File: src/rtl/pulse_sync_multi.sv
// Multi-channel pulse synchronizer: async level -> synchronized level, edge pulse, sticky pend flag.
// Define PULSE_SYNC_CNT_EN to add a saturating per-channel event counter (evt_cnt / cnt_clr).
module pulse_sync_multi #(
    parameter int NUM_CH      = 4,
    parameter int SYNC_STAGES = 2,
    parameter int CNT_W       = 8
) (
    input  logic                  clk,
    input  logic                  rst,
    input  logic [NUM_CH-1:0]     async_in,
    input  logic [2*NUM_CH-1:0]   edge_mode,
    output logic [NUM_CH-1:0]     sync_out,
    output logic [NUM_CH-1:0]     pulse_out,
    output logic [NUM_CH-1:0]     pend,
    input  logic [NUM_CH-1:0]     pend_clr
`ifdef PULSE_SYNC_CNT_EN
    ,
    input  logic [NUM_CH-1:0]     cnt_clr,
    output logic [NUM_CH*CNT_W-1:0] evt_cnt
`endif
);

    logic [SYNC_STAGES-1:0][NUM_CH-1:0] r_sync;
    logic [NUM_CH-1:0] r_hist;
    logic [NUM_CH-1:0] r_pend;
    logic [NUM_CH-1:0] w_rise;
    logic [NUM_CH-1:0] w_fall;
    logic [NUM_CH-1:0] w_modeRise;
    logic [NUM_CH-1:0] w_modeFall;
    logic [NUM_CH-1:0] w_pulse;

    // Pure flop chain: nothing may sit between stages or metastability settling time is lost.
    always_ff @(posedge clk) begin
        if (rst) begin
            r_sync <= '0;
        end else begin
            r_sync <= {r_sync[SYNC_STAGES-2:0], async_in};
        end
    end

    assign sync_out = r_sync[SYNC_STAGES-1];

    always_ff @(posedge clk) begin
        if (rst) begin
            r_hist <= '0;
            r_pend <= '0;
        end else begin
            r_hist <= sync_out;
            r_pend <= (r_pend & ~pend_clr) | w_pulse;
        end
    end

    always_comb begin
        w_modeRise = '0;
        w_modeFall = '0;
        for (int i = 0; i < NUM_CH; i++) begin
            w_modeRise[i] = edge_mode[2*i];
            w_modeFall[i] = edge_mode[2*i+1];
        end
    end

    // Edges come from flop outputs only, so the mode mask is the only live input on this path.
    assign w_rise    = sync_out & ~r_hist;
    assign w_fall    = ~sync_out & r_hist;
    assign w_pulse   = (w_rise & w_modeRise) | (w_fall & w_modeFall);
    assign pulse_out = w_pulse;
    assign pend      = r_pend;

`ifdef PULSE_SYNC_CNT_EN
    logic [NUM_CH-1:0][CNT_W-1:0] r_cnt;

    // A clear in the same cycle as a pulse leaves that pulse counted.
    always_ff @(posedge clk) begin
        if (rst) begin
            r_cnt <= '0;
        end else begin
            for (int i = 0; i < NUM_CH; i++) begin
                if (cnt_clr[i]) begin
                    r_cnt[i] <= CNT_W'(w_pulse[i]);
                end else if (w_pulse[i] && (r_cnt[i] != {CNT_W{1'b1}})) begin
                    r_cnt[i] <= r_cnt[i] + CNT_W'(1);
                end
            end
        end
    end

    assign evt_cnt = r_cnt;
`endif

endmodule

File: config.mk
export PLATFORM = sky130hd
export DESIGN_NAME = pulse_sync_multi
export DESIGN_NICKNAME = d
export VERILOG_FILES = /design/src/rtl/pulse_sync_multi.sv
export SDC_FILE = /design/constraint.sdc
export NUM_CORES = 1
export LEC_CHECK = 0
export CORE_MARGIN = 5
export CORE_UTILIZATION = 40
export CTS_BUF_LIST = sky130_fd_sc_hd__clkbuf_8
export DETAILED_ROUTE_END_ITERATION = 10
export PLACE_DENSITY = 0.79
export SKIP_LAST_GASP = 1
export SLEW_MARGIN = 20
export SYNTH_ARGS = -nofsm -noshare
export SYNTH_HDL_FRONTEND = slang
export SYNTH_SLANG_ARGS = --single-unit
File: constraint.sdc
create_clock -name clk -period 1.05 [get_ports clk]
set_clock_uncertainty 0.2 [all_clocks]
set_input_delay 0.1575 -clock clk [delete_from_list [all_inputs] [get_ports clk]]
set_output_delay 0.1575 -clock clk [all_outputs]
set_load 0.01 [all_outputs]
==> flow_metrics.py <==
metrics = {
    "layout": {
        "num-nets-final": 112,
        "stdcell_area_um2": 1050,
        "antenna_diode_instance_count": 0,
        "drive_gt1_share_pct": 46.7,
        "areaGrowthSynthToFinish_pct": 72.0,
        "layout.cells.non_filler": 108,
        "fill_cells": 118,
    },
    "synth": {
        "syn_inst": 53,
        "synth.area.top_cells": "sky130_fd_sc_hd__dfxtp_1, sky130_fd_sc_hd__nand3b_4, sky130_fd_sc_hd__nor2b_1",
        "synth_top_area_cell": "sky130_fd_sc_hd__dfxtp_1",
        "synth_top_cells_by_count": "sky130_fd_sc_hd__dfxtp_1, sky130_fd_sc_hd__nor2b_1, sky130_fd_sc_hd__and2b_1, sky130_fd_sc_hd__nand3b_1",
        "synthesis.area_per_instance_um2": 11.5,
        "yosys_most_used_dff": "sky130_fd_sc_hd__dfxtp_1",
        "synth_seq_area_share_pct": 52.4,
        "syn_nets": 71,
        "ys_types": 11,
        "postSynthRegisterBits": 16,
        "netlist.area_leader.share_pct": 52.4,
        "synth_most_common_cell": "sky130_fd_sc_hd__dfxtp_1",
        "synth-edff-count": 0,
        "mappedNetlistArea_um2": 612,
        "yosysWarningCount": 0,
        "share_of_synthesized_registers_carrying_an_async_set_or_reset_pct": 0,
    },
    "sta": {
        "fin_setup_tns_ns": -1.39,
        "final_max_slew_violation_count": 0,
        "finalCriticalPeriod_ns": 1.33,
        "timing.final.setup_violations": 10,
        "slew-limit-headroom_pct": 91.3,
        "fmax_mhz": 752,
        "finalCritPeriodShare_pct": 127,
        "grt_setup_unrepaired": "true",
        "post-route-worst-setup-slack_ns": -0.280,
        "report.final.hold_viol_count": 0,
        "max_slew.worst_pin.slew_ns": 0.130,
    },
    "floorplan": {
        "row_count": 14,
        "initial_utilization_pct": 41.6,
        "die-area_um2": 2410,
        "floorplan.core_area_um2": 1470,
        "num_io_pins": 30,
        "die_w_um": 49.1,
        "die_span_y_um": 49.1,
    },
    "global_routing": {
        "pin_count_of_the_biggest_net_entering_global_routing": 15,
        "gr-total-overflow": 0,
        "grt.total_usage_pct": 12.4,
        "grt_first_pass_wirelength_mm": 2.28,
        "number_of_global_route_vias_before_repair": 508,
        "antenna_found_initial": 0,
    },
    "setup_path": {
        "worst_path_largest_cell_delay_ns": 0.32,
        "cp_top_family": "flip-flops",
        "setup.reg_to_reg.worst_slack_ns": -0.02,
        "highest_fanout_seen_on_the_critical_path": 3,
        "critical_path.n_buffers_inverters": 1,
        "setup.worst_path.end_class": "output port",
        "worst_path_max_delay_cell": "sky130_fd_sc_hd__dfxtp_2",
        "path_class": "flop to output port",
        "critical_path.cell_chain": "nand3b_1 -> nand2_1 -> buf_2",
        "cp.arrival_ns": 0.97,
        "critPathLaunchType": "flop",
        "critical_path_required_ns": 0.69,
    },
    "detailed_routing": {
        "detail_route.wl_per_cell_um": 12.6,
        "drt_wl_total_mm": 1.36,
        "initialDrtViolationCount": 3,
        "vias_per_cell": 4.60,
        "vias": 497,
        "first_pass_iters": 2,
        "drc_errors": 0,
        "ant_nets": 0,
    },
    "hold_path": {
        "holdCritPathClass": "input pin to flop",
    },
    "pwr": {
        "cellPowerDensity_nw_per_um2": 1200,
        "vdd_drop_max_uv": 873,
        "power.leakage_nw": 0.528,
        "report.power.total_w": 0.00126,
    },
    "placed_design": {
        "detailed_place_hpwl_um": 970,
        "post_dp_cell_area_um2": 961,
        "place.port_buffers": 29,
        "placed_cell_count": 102,
        "gp_congestion": 0.623,
    },
    "run_status": {
        "failing_checks": "setup timing",
        "status": "finished with violations",
    },
    "cts": {
        "cts_made_buffers": 3,
        "cts_sinks": 16,
        "cts_max_path_buffers": 2,
        "tritoncts_clock_tree": "done",
        "clock-root-buffer": "sky130_fd_sc_hd__clkbuf_8",
        "htree_levels": 1,
        "insertion_delay_ns": 0.24,
        "worst_setup_hold_path_clk_slew_ns": 0.05,
    },
    "job": {
        "max_cap_violations": 0,
    },
}
## cells in the final DEF (no fill, tap or decap), drive strengths merged
| master | count |
|---|---|
| nand2 | 4 |
| buf | 24 |
| nand2b | 4 |
| dlymetal6s2s | 2 |
| dlygate4sd2 | 1 |
| and2b | 5 |
| nand3b | 8 |
| a31oi | 4 |
| dfxtp | 16 |
| clkbuf | 3 |
| clkdlybuf4s50 | 14 |
| nor2b | 7 |
## stage by stage
step | setup slack, ns | hold slack, ns | utilization (%)
6_report | -0.280 | 0.0697 | 71.5
5_1_grt | -0.339 | 0.0902 | 71.5
4_1_cts | -0.278 | 0.234 | 68.5
3_5_place_dp | -0.662 | 0.222 | 65.3
3_3_place_gp | -0.650 | 0.216 | 65.3
2_1_floorplan | 0.0975 | 0.0291 | -
## registers in the layout, indices dropped and copies added (netlist names)
name / flops
r_sync: 4
r_hist: 4
pend: 4
sync_out: 4
## per-layer routing
metal	GRT usage (%)	part of all wire, %	wire length, um
met3	4.28	5.8	79
met5	0	0	0
met2	20.6	53	720
met1	12.3	40	541
met4	9.42	1.4	19
## worst reg2reg max path: stages (launching register included)
cell                       delay, ns
sky130_fd_sc_hd__dfxtp_2        0.32
sky130_fd_sc_hd__nand3b_1       0.19
sky130_fd_sc_hd__buf_4          0.16
sky130_fd_sc_hd__a31oi_4        0.13
## cell type report
type	count	area, um^2	share of cell area (%)
Clock buffer	3	41.3	3.92
Multi-Input combinational cell	32	259	24.6
Sequential cell	16	338	32.1
Tap cell	16	20.0	1.90
Timing Repair Buffer	41	394	37.5
## path summary, 6_finish.rpt
kind         cells after the start           end         from
max                              3  pulse_out[3]  sync_out[3]
min                              3       pend[3]          rst
max reg2reg                      3       pend[3]  sync_out[3]
min reg2reg                      1   sync_out[3]    r_sync[3]
## cells by family after synthesis
family                 count (synthesis)  synth area share, %
DFF                                   16                 52.4
buffers and inverters                  5                 6.75
and+or+nand+nor                       28                 35.8
AOI/OAI and AO/OA                      4                 5.11
## power by group
group          internal [W]  leakage (nW)  switching (W)
Sequential         0.000633         0.137      0.0000142
Combinational      0.000128         0.369      0.0000530
Clock              0.000253        0.0216       0.000182
Total               0.00101         0.528       0.000249
## what timing repair did
action / 4_1_cts / 5_1_grt
gates resized for setup: 69 / 6
pin swaps: 5 / 4
buffers inserted: 5 / 5
hold endpoints to repair: 0 / 0
endpoints found under the setup margin: 18 / 23
hold buffers: 0 / 0
Note: power is estimated with default switching activity, not from simulation.
